--- config.mk ---
export PLATFORM = sky130hd
export DESIGN_NAME = tanh_grad_calc_flat
export DESIGN_NICKNAME = d
export VERILOG_FILES = /design/src/rtl/tanh_grad_calc_if.sv /design/src/rtl/tanh_grad_calc.sv /design/src/flat_wrapper.sv
export SDC_FILE = /design/constraint.sdc
export NUM_CORES = 1
export LEC_CHECK = 0
export ABC_CLOCK_PERIOD_IN_PS = 7320
export BUFFER_PORTS_ARGS = -buffer_cell sky130_fd_sc_hd__buf_4
export CAP_MARGIN = 25
export CELL_PAD_IN_SITES_DETAIL_PLACEMENT = 0
export CELL_PAD_IN_SITES_GLOBAL_PLACEMENT = 2
export CORE_ASPECT_RATIO = 1.25
export CORE_MARGIN = 4
export CORE_UTILIZATION = 34
export DETAILED_ROUTE_END_ITERATION = 10
export PLACE_DENSITY_LB_ADDON = 0.08
export SYNTH_ARGS = -nofsm -noshare
export SYNTH_HDL_FRONTEND = slang
export SYNTH_SLANG_ARGS = --single-unit
--- constraint.sdc ---
create_clock -name clk -period 7.32 [get_ports clk]
set_clock_uncertainty 0.2 [all_clocks]
set_input_delay 1.83 -clock clk [delete_from_list [all_inputs] [get_ports clk]]
set_output_delay 1.83 -clock clk [all_outputs]
set_load 0.05 [all_outputs]
--- src/rtl/tanh_grad_calc_if.sv ---
// Streaming handshake bundle for the tanh backward-pass block.
// The slave modport is the block's view. The master modport is the view of
// whatever drives samples in and takes results out.
interface tanh_grad_calc_if;
  logic [7:0] in_y;
  logic [7:0] in_g;
  logic       in_last;
  logic       in_valid;
  logic       in_ready;
  logic [7:0] out_d;
  logic       out_last;
  logic       out_valid;
  logic       out_ready;

  modport slave (
    input  in_y, in_g, in_last, in_valid, out_ready,
    output in_ready, out_d, out_last, out_valid
  );

  modport master (
    output in_y, in_g, in_last, in_valid, out_ready,
    input  in_ready, out_d, out_last, out_valid
  );
endinterface

--- src/rtl/tanh_grad_calc.sv ---
// Local tanh gradient g * (1 - y^2).
// y is Q1.7, g is Q2.6 and the result is Q2.6.
// Two-stage valid/ready pipeline with full backpressure:
//   stage 1 forms d = 1 - y^2 (Q1.7, 9 bits, 0..128)
//   stage 2 forms floor(g * d / 128)
// No saturation is needed, because |d| <= 1.0 keeps the product inside the Q2.6 range.
module tanh_grad_calc #(
  parameter int CNT_W = 16
) (
  input  logic             clk,
  input  logic             rst,
  tanh_grad_calc_if.slave  bus,
  output logic [CNT_W-1:0] sample_cnt
);

  logic              r_s1_valid;
  logic [8:0]        r_s1_d;
  logic [7:0]        r_s1_g;
  logic              r_s1_last;
  logic              r_s2_valid;
  logic [7:0]        r_s2_d;
  logic              r_s2_last;
  logic [CNT_W-1:0]  r_cnt;

  logic              w_s2_adv;
  logic              w_s1_adv;
  logic signed [15:0] w_y_ext;
  logic [8:0]        w_d;
  logic signed [17:0] w_g_ext;
  logic signed [17:0] w_d_ext;
  logic [7:0]        w_prod_q;

  // Pipeline advance terms. in_ready depends only on state and out_ready.
  always_comb begin
    w_s2_adv = ~r_s2_valid | bus.out_ready;
    w_s1_adv = ~r_s1_valid | w_s2_adv;
  end

  // Stage-1 arithmetic: y^2 is never negative, so a logical shift is enough.
  always_comb begin
    w_y_ext = {{8{bus.in_y[7]}}, bus.in_y};
    w_d     = 9'd128 - 9'((w_y_ext * w_y_ext) >> 7);
  end

  // Stage-2 arithmetic: signed g times unsigned d, then an arithmetic shift (floor).
  always_comb begin
    w_g_ext  = {{10{r_s1_g[7]}}, r_s1_g};
    w_d_ext  = {9'd0, r_s1_d};
    w_prod_q = 8'((w_g_ext * w_d_ext) >>> 7);
  end

  // Stage 1 register: loads whenever it is empty or draining into stage 2.
  always_ff @(posedge clk) begin
    if (rst) begin
      r_s1_valid <= 1'b0;
      r_s1_d     <= '0;
      r_s1_g     <= '0;
      r_s1_last  <= 1'b0;
    end else if (w_s1_adv) begin
      r_s1_valid <= bus.in_valid;
      r_s1_d     <= w_d;
      r_s1_g     <= bus.in_g;
      r_s1_last  <= bus.in_last;
    end
  end

  // Stage 2 (output) register: holds its contents while downstream stalls.
  always_ff @(posedge clk) begin
    if (rst) begin
      r_s2_valid <= 1'b0;
      r_s2_d     <= '0;
      r_s2_last  <= 1'b0;
    end else if (w_s2_adv) begin
      r_s2_valid <= r_s1_valid;
      r_s2_d     <= w_prod_q;
      r_s2_last  <= r_s1_last;
    end
  end

  // Delivered-sample counter. It wraps modulo 2^CNT_W.
  always_ff @(posedge clk) begin
    if (rst) begin
      r_cnt <= '0;
    end else if (r_s2_valid && bus.out_ready) begin
      r_cnt <= r_cnt + 1'b1;
    end
  end

  assign bus.in_ready  = w_s1_adv;
  assign bus.out_d     = r_s2_d;
  assign bus.out_last  = r_s2_last;
  assign bus.out_valid = r_s2_valid;
  assign sample_cnt    = r_cnt;

endmodule

--- src/flat_wrapper.sv ---
// flat-port wrapper written by rule: the top's interface ports become plain ports
module tanh_grad_calc_flat 
#(
  parameter int CNT_W = 16
)
  (clk, rst, sample_cnt, bus_in_y, bus_in_g, bus_in_last, bus_in_valid, bus_out_ready, bus_in_ready, bus_out_d, bus_out_last, bus_out_valid);
  tanh_grad_calc_if bus_i ();
  input  logic clk;
  input  logic rst;
  output logic [CNT_W-1:0] sample_cnt;
  input wire logic [$bits(bus_i.in_y)-1:0] bus_in_y;
  input wire logic [$bits(bus_i.in_g)-1:0] bus_in_g;
  input wire logic [$bits(bus_i.in_last)-1:0] bus_in_last;
  input wire logic [$bits(bus_i.in_valid)-1:0] bus_in_valid;
  input wire logic [$bits(bus_i.out_ready)-1:0] bus_out_ready;
  output wire logic [$bits(bus_i.in_ready)-1:0] bus_in_ready;
  output wire logic [$bits(bus_i.out_d)-1:0] bus_out_d;
  output wire logic [$bits(bus_i.out_last)-1:0] bus_out_last;
  output wire logic [$bits(bus_i.out_valid)-1:0] bus_out_valid;
  assign bus_i.in_y = bus_in_y;
  assign bus_i.in_g = bus_in_g;
  assign bus_i.in_last = bus_in_last;
  assign bus_i.in_valid = bus_in_valid;
  assign bus_i.out_ready = bus_out_ready;
  assign bus_in_ready = bus_i.in_ready;
  assign bus_out_d = bus_i.out_d;
  assign bus_out_last = bus_i.out_last;
  assign bus_out_valid = bus_i.out_valid;
  tanh_grad_calc #(.CNT_W(CNT_W)) u_core (.clk(clk), .rst(rst), .bus(bus_i), .sample_cnt(sample_cnt));
endmodule
==> results of run 1 <==
## worst paths after layout
kind	from	end	slack, ns
max	bus_in_y[7]	u_core.r_s1_d[7]	0.45
max reg2reg	u_core.r_s1_g[7]	u_core.bus.out_d[7]	2.46
min reg2reg	u_core.r_s1_last	u_core.r_s1_last	0.25
min	u_core.r_s1_last	u_core.r_s1_last	0.25
## state kept, by name, summed over array words and instances (netlist names)
signal / cells
u_core.bus.out_valid: 1
u_core.bus.out_last: 1
u_core.r_s1_g: 8
u_core.r_s1_d: 9
u_core.r_s1_last: 1
u_core.sample_cnt: 16
u_core.bus.out_d: 8
u_core.r_s1_valid: 1
## stage by stage
| stage | utilization, % | hold slack (ns) | cells | power [µW] | instance area (µm²) |
|---|---|---|---|---|---|
| 3_5_place_dp | 38.0 | 0.246 | 970 | 2120 | 6650 |
| 3_3_place_gp | 38.0 | 0.239 | 970 | 2100 | 6650 |
| 6_report | 38.8 | 0.254 | 978 | 2320 | 6800 |
| 4_1_cts | 38.8 | 0.256 | 978 | 2360 | 6800 |
| 5_1_grt | 38.8 | 0.273 | 978 | 2600 | 6800 |
| 2_1_floorplan | - | 0.232 | 721 | 1710 | 6080 |
## cell families after synthesis
logic type | Yosys count
buffers and inverters | 160
AOI/OAI and AO/OA | 77
and+or+nand+nor | 248
muxes | 3
xor gates and xnor gates | 45
DFF | 45
adders and majority gates | 143
## worst register-to-register path: stages (launching register included)
cell      delay (ns)
dfxtp_1         0.55
nand2b_1        0.14
fa_1            0.54
fa_1            0.55
inv_1           0.06
fa_1            0.50
fa_1            0.49
ha_1            0.33
inv_1           0.05
o21bai_1        0.21
a21oi_1         0.16
o21ai_0         0.48
a41oi_1         0.25
nand4b_1        0.22
nand3_1         0.09
## cells in the final DEF, fill, tap and decap left out, types with 2 or more instances in the layout
cell,Yosys,final
o211ai_1,3,3
o21bai_1,3,3
a221oi_1,2,2
o21ai_0,10,10
nor3_1,2,2
nor4_1,3,3
and3_1,9,9
dfxtp_1,45,45
ha_1,58,58
a211o_1,2,2
mux2i_1,3,3
and2_1,51,51
inv_1,132,132
nor3b_1,2,2
a21o_1,6,6
a311oi_2,2,2
nand2b_1,12,12
nand2_1,96,96
and4_1,3,3
buf_4,0,53
nor2_1,40,40
fa_1,85,85
nor2b_1,2,2
xor2_1,15,15
clkbuf_16,0,5
or3_1,4,4
xnor2_1,30,30
a31oi_1,3,3
nand3_1,16,16
a21oi_1,33,33
a211oi_1,3,3
## cell type report
| class | instances | area [µm²] |
|---|---|---|
| clock inverters | 3 | 21.3 |
| well taps | 224 | 280 |
| repair buffers | 53 | 398 |
| fillers | 1819 | 10700 |
| clock buffers | 5 | 125 |
| flip-flops and latches | 45 | 901 |
| multi-input cells | 516 | 4580 |
| inverters | 132 | 495 |
## report_power, final
part | total, µW | internal, µW | switching (µW)
registers | 352 | 291 | 60.1
logic | 1740 | 766 | 969
clock network | 231 | 127 | 104
## routing by layer
metal | share of wire (%) | vias up | track usage [%]
li1 | - | 2306 | -
met1 | 40 | 2216 | 16.1
met2 | 57 | 26 | 28.3
met3 | 1.1 | 9 | 1.09
met4 | 1.6 | 0 | 3.99
met5 | 0 | - | 0
==> run_results.csv, run 1 <==
group,metric,value,unit
worst_setup_path,cp_slowest_cell,"fa_1",
worst_setup_path,crit_chain,"buf_4 > inv_1 > nor2_1 > fa_1 > fa_1 > fa_1 > inv_1 > fa_1 > inv_1 > ha_1 > a21o_1 > a21oi_1 > o21ai_2 > or4_4 > or3_1 > o31ai_1 > a221oi_1 > a21o_1 > a311oi_2",
sta,relSlewSlack,42.2,%
floorplanning,die_y,157,µm
yosys,synth_top_flop_cell,"dfxtp_1",
hold_path,holdPathStages,2,
floorplanning,start_util,34.7,%
finish,syn_to_final_growth,11.8,%
cts,path_clk_slew,0.07,ns
yosys,synth_fa_ha_area_share,39.9,%
floorplanning,coreArea,0.0175,mm²
sta,setup_tns,0,ns
cts,numCtsBuffers,5,
finish,n_antenna_cell,0,
yosys,ys_seq_elements,45,
worst_setup_path,crit_required,7.33,ns
finish,fin_nets,917,
cts,cts_tree,"built",
power,p_leak,0.00339,µW
grt,grt_pass1_wl,23.4,mm
cts,worstSkewPairLatency,0.29,ns
worst_setup_path,timing.critical_path.buf_inv,4,
power,p_per_area,341,mW/mm²
yosys,yosys.area_share.simple,20.1,%
worst_setup_path,cp_common_cell,"fa_1",
worst_setup_path,cp_max_fo,9,
yosys,ys_seq_area_share,14.8,%
routing,drtAntennaViolNets,0,
placement,place_hpwl,11.4,mm
routing,vias,4557,
routing,drc_errors,0,
worst_setup_path,path_delay_family,"adder cells",
placement,io_buffer_count,47,
grt,antenna_found_initial,0,
routing,post_drt_wl_per_cell,13.6,µm
worst_setup_path,cp.depth,19,
status,status,"complete, no violations",
hold_path,hp-class,"flop to flop",
sta,min_period_over_period,93.9,%
worst_setup_path,path_class,"primary input to flop",
worst_setup_path,critPathMaxStageDelay,0.55,ns
grt,grt_max_degree,45,
routing,finalWirelength,13.3,mm
cts,cts_hold_buffers,0,
yosys,synth_top_area_share,28.0,%
placement,place_ws,0.136,ns
yosys,ys_types,48,
yosys,synth-edff-count,0,
sta,period_needed,6.87,ns
yosys,synthTopCellsByArea,"fa_1 28%, dfxtp_1 15%, ha_1 12%, inv_1 8.2%, nand2_1 5.9%",
worst_setup_path,worst_r2r_path_depth,14,
routing,drt_iter0_drc,156,
worst_setup_path,cp_data_arrival_time,6.88,ns
grt,grt_use_total,14.2,%
grt,grt_pass1_vias,4959,
yosys,synthXorXnorAreaFrac,6.49,%
cts,cts_root_buf,"clkbuf_16",
cts,post_cts_resized,0,
yosys,synth-compound-area-share,8.28,%
yosys,synth_area,0.00608,mm²
cts,htreeDepth,2,
yosys,synth_fp_nets,885,
floorplanning,num_rows,54,
yosys,syn_inst,721,
yosys,synth_top_family_by_area,"adder cells",
sta,hold_viol_final,0,
sta,rsz0062_at_grt,"no",
finish,drive_above_1_share,9.02,%
yosys,synth_common_cells,"132 x inv_1, 96 x nand2_1, 85 x fa_1",
power,irDropWorstVdd,136,µV
sta,setup_viol,0,
floorplanning,num_io_pins,48,
yosys,yosysTopAreaCell,"fa_1",
cts,cts.sinks,45,
placement,gp_congestion,0.814,
sta,setup_ws,0.446,ns
worst_setup_path,end_kind,"flop",
job,cap_violations,0,
routing,drtPass1Iterations,4,
yosys,synth.mux.area_fraction,0.494,%
grt,overflow,0,
floorplanning,die_width,128,µm
sta,max_freq,145,MHz
yosys,synthArstFlopShare,0,%
sta,tightest_slew,0.865,ns
yosys,synth.most_common_cell,"inv_1",
yosys,synth.avg_cell_area,8.43,µm²
floorplanning,dieArea,0.0201,mm²
cts,cts_setup_buffers,0,
cts,ctsLongestPathBuffers,2,
worst_setup_path,start_kind,"primary input",
sta,slew_viol_final,0,
yosys,yosysWarningCount,0,
routing,vias_per_cell,4.66,
Power figures use the tool's default switching activity.
==> inputs of run 2 (changes only) <==
--- a/config.mk
+++ b/config.mk
@@ -12,7 +12,7 @@
 export CELL_PAD_IN_SITES_GLOBAL_PLACEMENT = 2
 export CORE_ASPECT_RATIO = 1.25
 export CORE_MARGIN = 4
-export CORE_UTILIZATION = 34
+export CORE_UTILIZATION = 30
 export DETAILED_ROUTE_END_ITERATION = 10
 export PLACE_DENSITY_LB_ADDON = 0.08
 export SYNTH_ARGS = -nofsm -noshare
==> run 2 against run 1 <==
Sequential cell count is the same; register-to-register slack improved by 0.02 ns; clock-buffer cell count is 1 higher; cell area rose by 0.83%; non-clock buffer count increased by 1; combinational power barely moved; sequential power about the same; cell count is 4.3% higher; first-iteration DRC count fell by 13%; clock power is 4% lower; routed wire length rose by 1.4%.
==> run_results.csv, run 2 (synthesis gave the netlist of run 1 again) <==
group,metric,value,unit
status,status,"complete, no violations",
routing,vias_per_cell,4.51,
power,swShare,48.8,%
cts,htreeDepth,2,
sta,setup_viol,0,
floorplanning,coreArea,0.0197,mm²
cts,cts_tree,"built",
cts,cts_hold_buffers,0,
power,p_leak,0.00339,µW
routing,drtPass1Iterations,5,
finish,drive_above_1_share,9.01,%
power,clockPowerShare,9.6,%
floorplanning,num_io_pins,48,
finish,syn_to_final_growth,12.8,%
cts,ctsLongestPathBuffers,2,
finish,instances_no_fill,1020,
worst_setup_path,cp_max_fo,9,
routing,finalWirelength,13.5,mm
sta,hold_viol_final,0,
power,irDropWorstVdd,134,µV
cts,cts_setup_buffers,0,
sta,period_needed,6.90,ns
routing,post_drt_wl_per_cell,13.3,µm
placement,placed_cell_area,0.00671,mm²
sta,slew_viol_final,0,
power,switching_power,1130,µW
worst_setup_path,rrSetupSlack,2.48,ns
placement,gp_congestion,0.815,
finish,largest_reg_flops,16,
placement,dp_cells,1012,
sta,relSlewSlack,43.7,%
finish,fin_nets,918,
floorplanning,die_width,135,µm
hold_path,hold_start,"u_core.r_s1_last",
finish,fin_area,0.00685,mm²
power,p_per_area,338,mW/mm²
placement,io_buffer_count,47,
sta,rsz0062_at_grt,"no",
sta,tightest_slew,0.842,ns
grt,grt_use_total,12.8,%
placement,place_hpwl,11.7,mm
floorplanning,die_y,167,µm
cts,path_clk_slew,0.06,ns
worst_setup_path,worst_r2r_path_depth,15,
finish,final_cell_mix,"132 x inv_1, 96 x nand2_1, 85 x fa_1, 58 x ha_1, 54 x buf_4",
worst_setup_path,end_kind,"flop",
power,power_frac_seq,15.2,%
routing,drtAntennaViolNets,0,
hold_path,hp-class,"flop to flop",
cts,worstSkewPairLatency,0.29,ns
routing,drc_errors,0,
power,p_comb_share,75.2,%
power,cell_internal_pwr,1190,µW
finish,fin_util,34.8,%
grt,grt_max_degree,45,
floorplanning,start_util,30.9,%
cts,numCtsBuffers,5,
routing,drt_iter0_drc,136,
hold_path,holdPathStages,2,
hold_path,min_to,"u_core.r_s1_last",
cts,post_cts_resized,0,
cts,cts.sinks,45,
worst_setup_path,rr_endpoint,"u_core.bus.out_d[7]",
worst_setup_path,cp_data_arrival_time,6.91,ns
sta,min_period_over_period,94.3,%
floorplanning,dieArea,0.0226,mm²
worst_setup_path,start_kind,"primary input",
worst_setup_path,crit_required,7.32,ns
sta,setup_tns,0,ns
grt,grt_pass1_wl,23.7,mm
finish,n_antenna_cell,0,
sta,max_freq,145,MHz
grt,overflow,0,
cts,cts_root_buf,"clkbuf_16",
worst_setup_path,path_class,"primary input to flop",
finish,final_common_cell,"inv_1",
grt,grt_pass1_vias,4984,
grt,antenna_found_initial,0,
job,cap_violations,0,
worst_setup_path,reg2reg_from,"u_core.r_s1_g[4]",
routing,vias,4599,
floorplanning,num_rows,57,
==> run 2: cell types whose count changed in the layout (fill, tap and decap cells not counted) <==
cell	previous run	this run
inv_6	1	0
buf_4	53	54
clkinvlp_4	1	2
clkinv_2	1	0
clkbuf_1	0	1
==> run 2: area by class of cell <==
class                           instances  area [µm²]
Fill cell                            2158       12800
Tap cell                              265         332
Sequential cell                        45         901
Inverter                              132         495
Clock buffer                            6         129
Clock inverter                          2        15.0
Timing Repair Buffer                   54         405
Multi-Input combinational cell        516        4580
==> run 2: worst max path at each step <==
stage                     slack (ns)                to   startpoint  depth (start not counted)
after global placement          0.23  u_core.r_s1_d[7]  bus_in_y[7]                         19
after CTS                       0.42  u_core.r_s1_d[7]  bus_in_y[7]                         19
final                           0.42  u_core.r_s1_d[7]  bus_in_y[7]                         19
after detailed placement        0.14  u_core.r_s1_d[7]  bus_in_y[7]                         19
after floorplan                 0.30  u_core.r_s1_d[7]  bus_in_y[7]                         19
after global routing            0.16  u_core.r_s1_d[7]  bus_in_y[7]                         19
==> run 2: metrics by stage <==
step / setup slack, ns / hold slack (ns) / total power [µW]
2_1_floorplan: 0.305 / 0.232 / 1710
3_3_place_gp: 0.232 / 0.239 / 2120
3_5_place_dp: 0.140 / 0.248 / 2130
4_1_cts: 0.417 / 0.258 / 2370
5_1_grt: 0.157 / 0.268 / 2620
6_report: 0.418 / 0.254 / 2320
==> run 2: power groups by stage <==
stage	registers [µW]	clock network, µW	logic, µW
after floorplan	378	0	1330
after global placement	361	0	1750
after detailed placement	361	0	1760
after CTS	356	233	1780
after global routing	364	242	2010
final	353	222	1740
==> run 2: metal layers <==
layer / global-route usage, % / vias up / wire, µm
met3: 1.05 / 9 / 154
met2: 26.1 / 31 / 7880
met5: 0 / - / 0
met1: 13.9 / 2252 / 5320
li1: - / 2307 / -
met4: 2.76 / 0 / 167
==> run 2: worst max-delay path, cell delays in order <==
cell and delay [ns]:
buf_4 0.14, inv_1 0.19, nor2_1 0.11, fa_1 0.52, fa_1 0.53, fa_1 0.54, inv_1 0.05, fa_1 0.52
inv_1 0.04, ha_1 0.37, a21o_1 0.19, a21oi_1 0.17, o21ai_2 0.15, or4_4 0.45, or3_1 0.35, o31ai_1 0.22
a221oi_1 0.14, a21o_1 0.18, a311oi_2 0.21
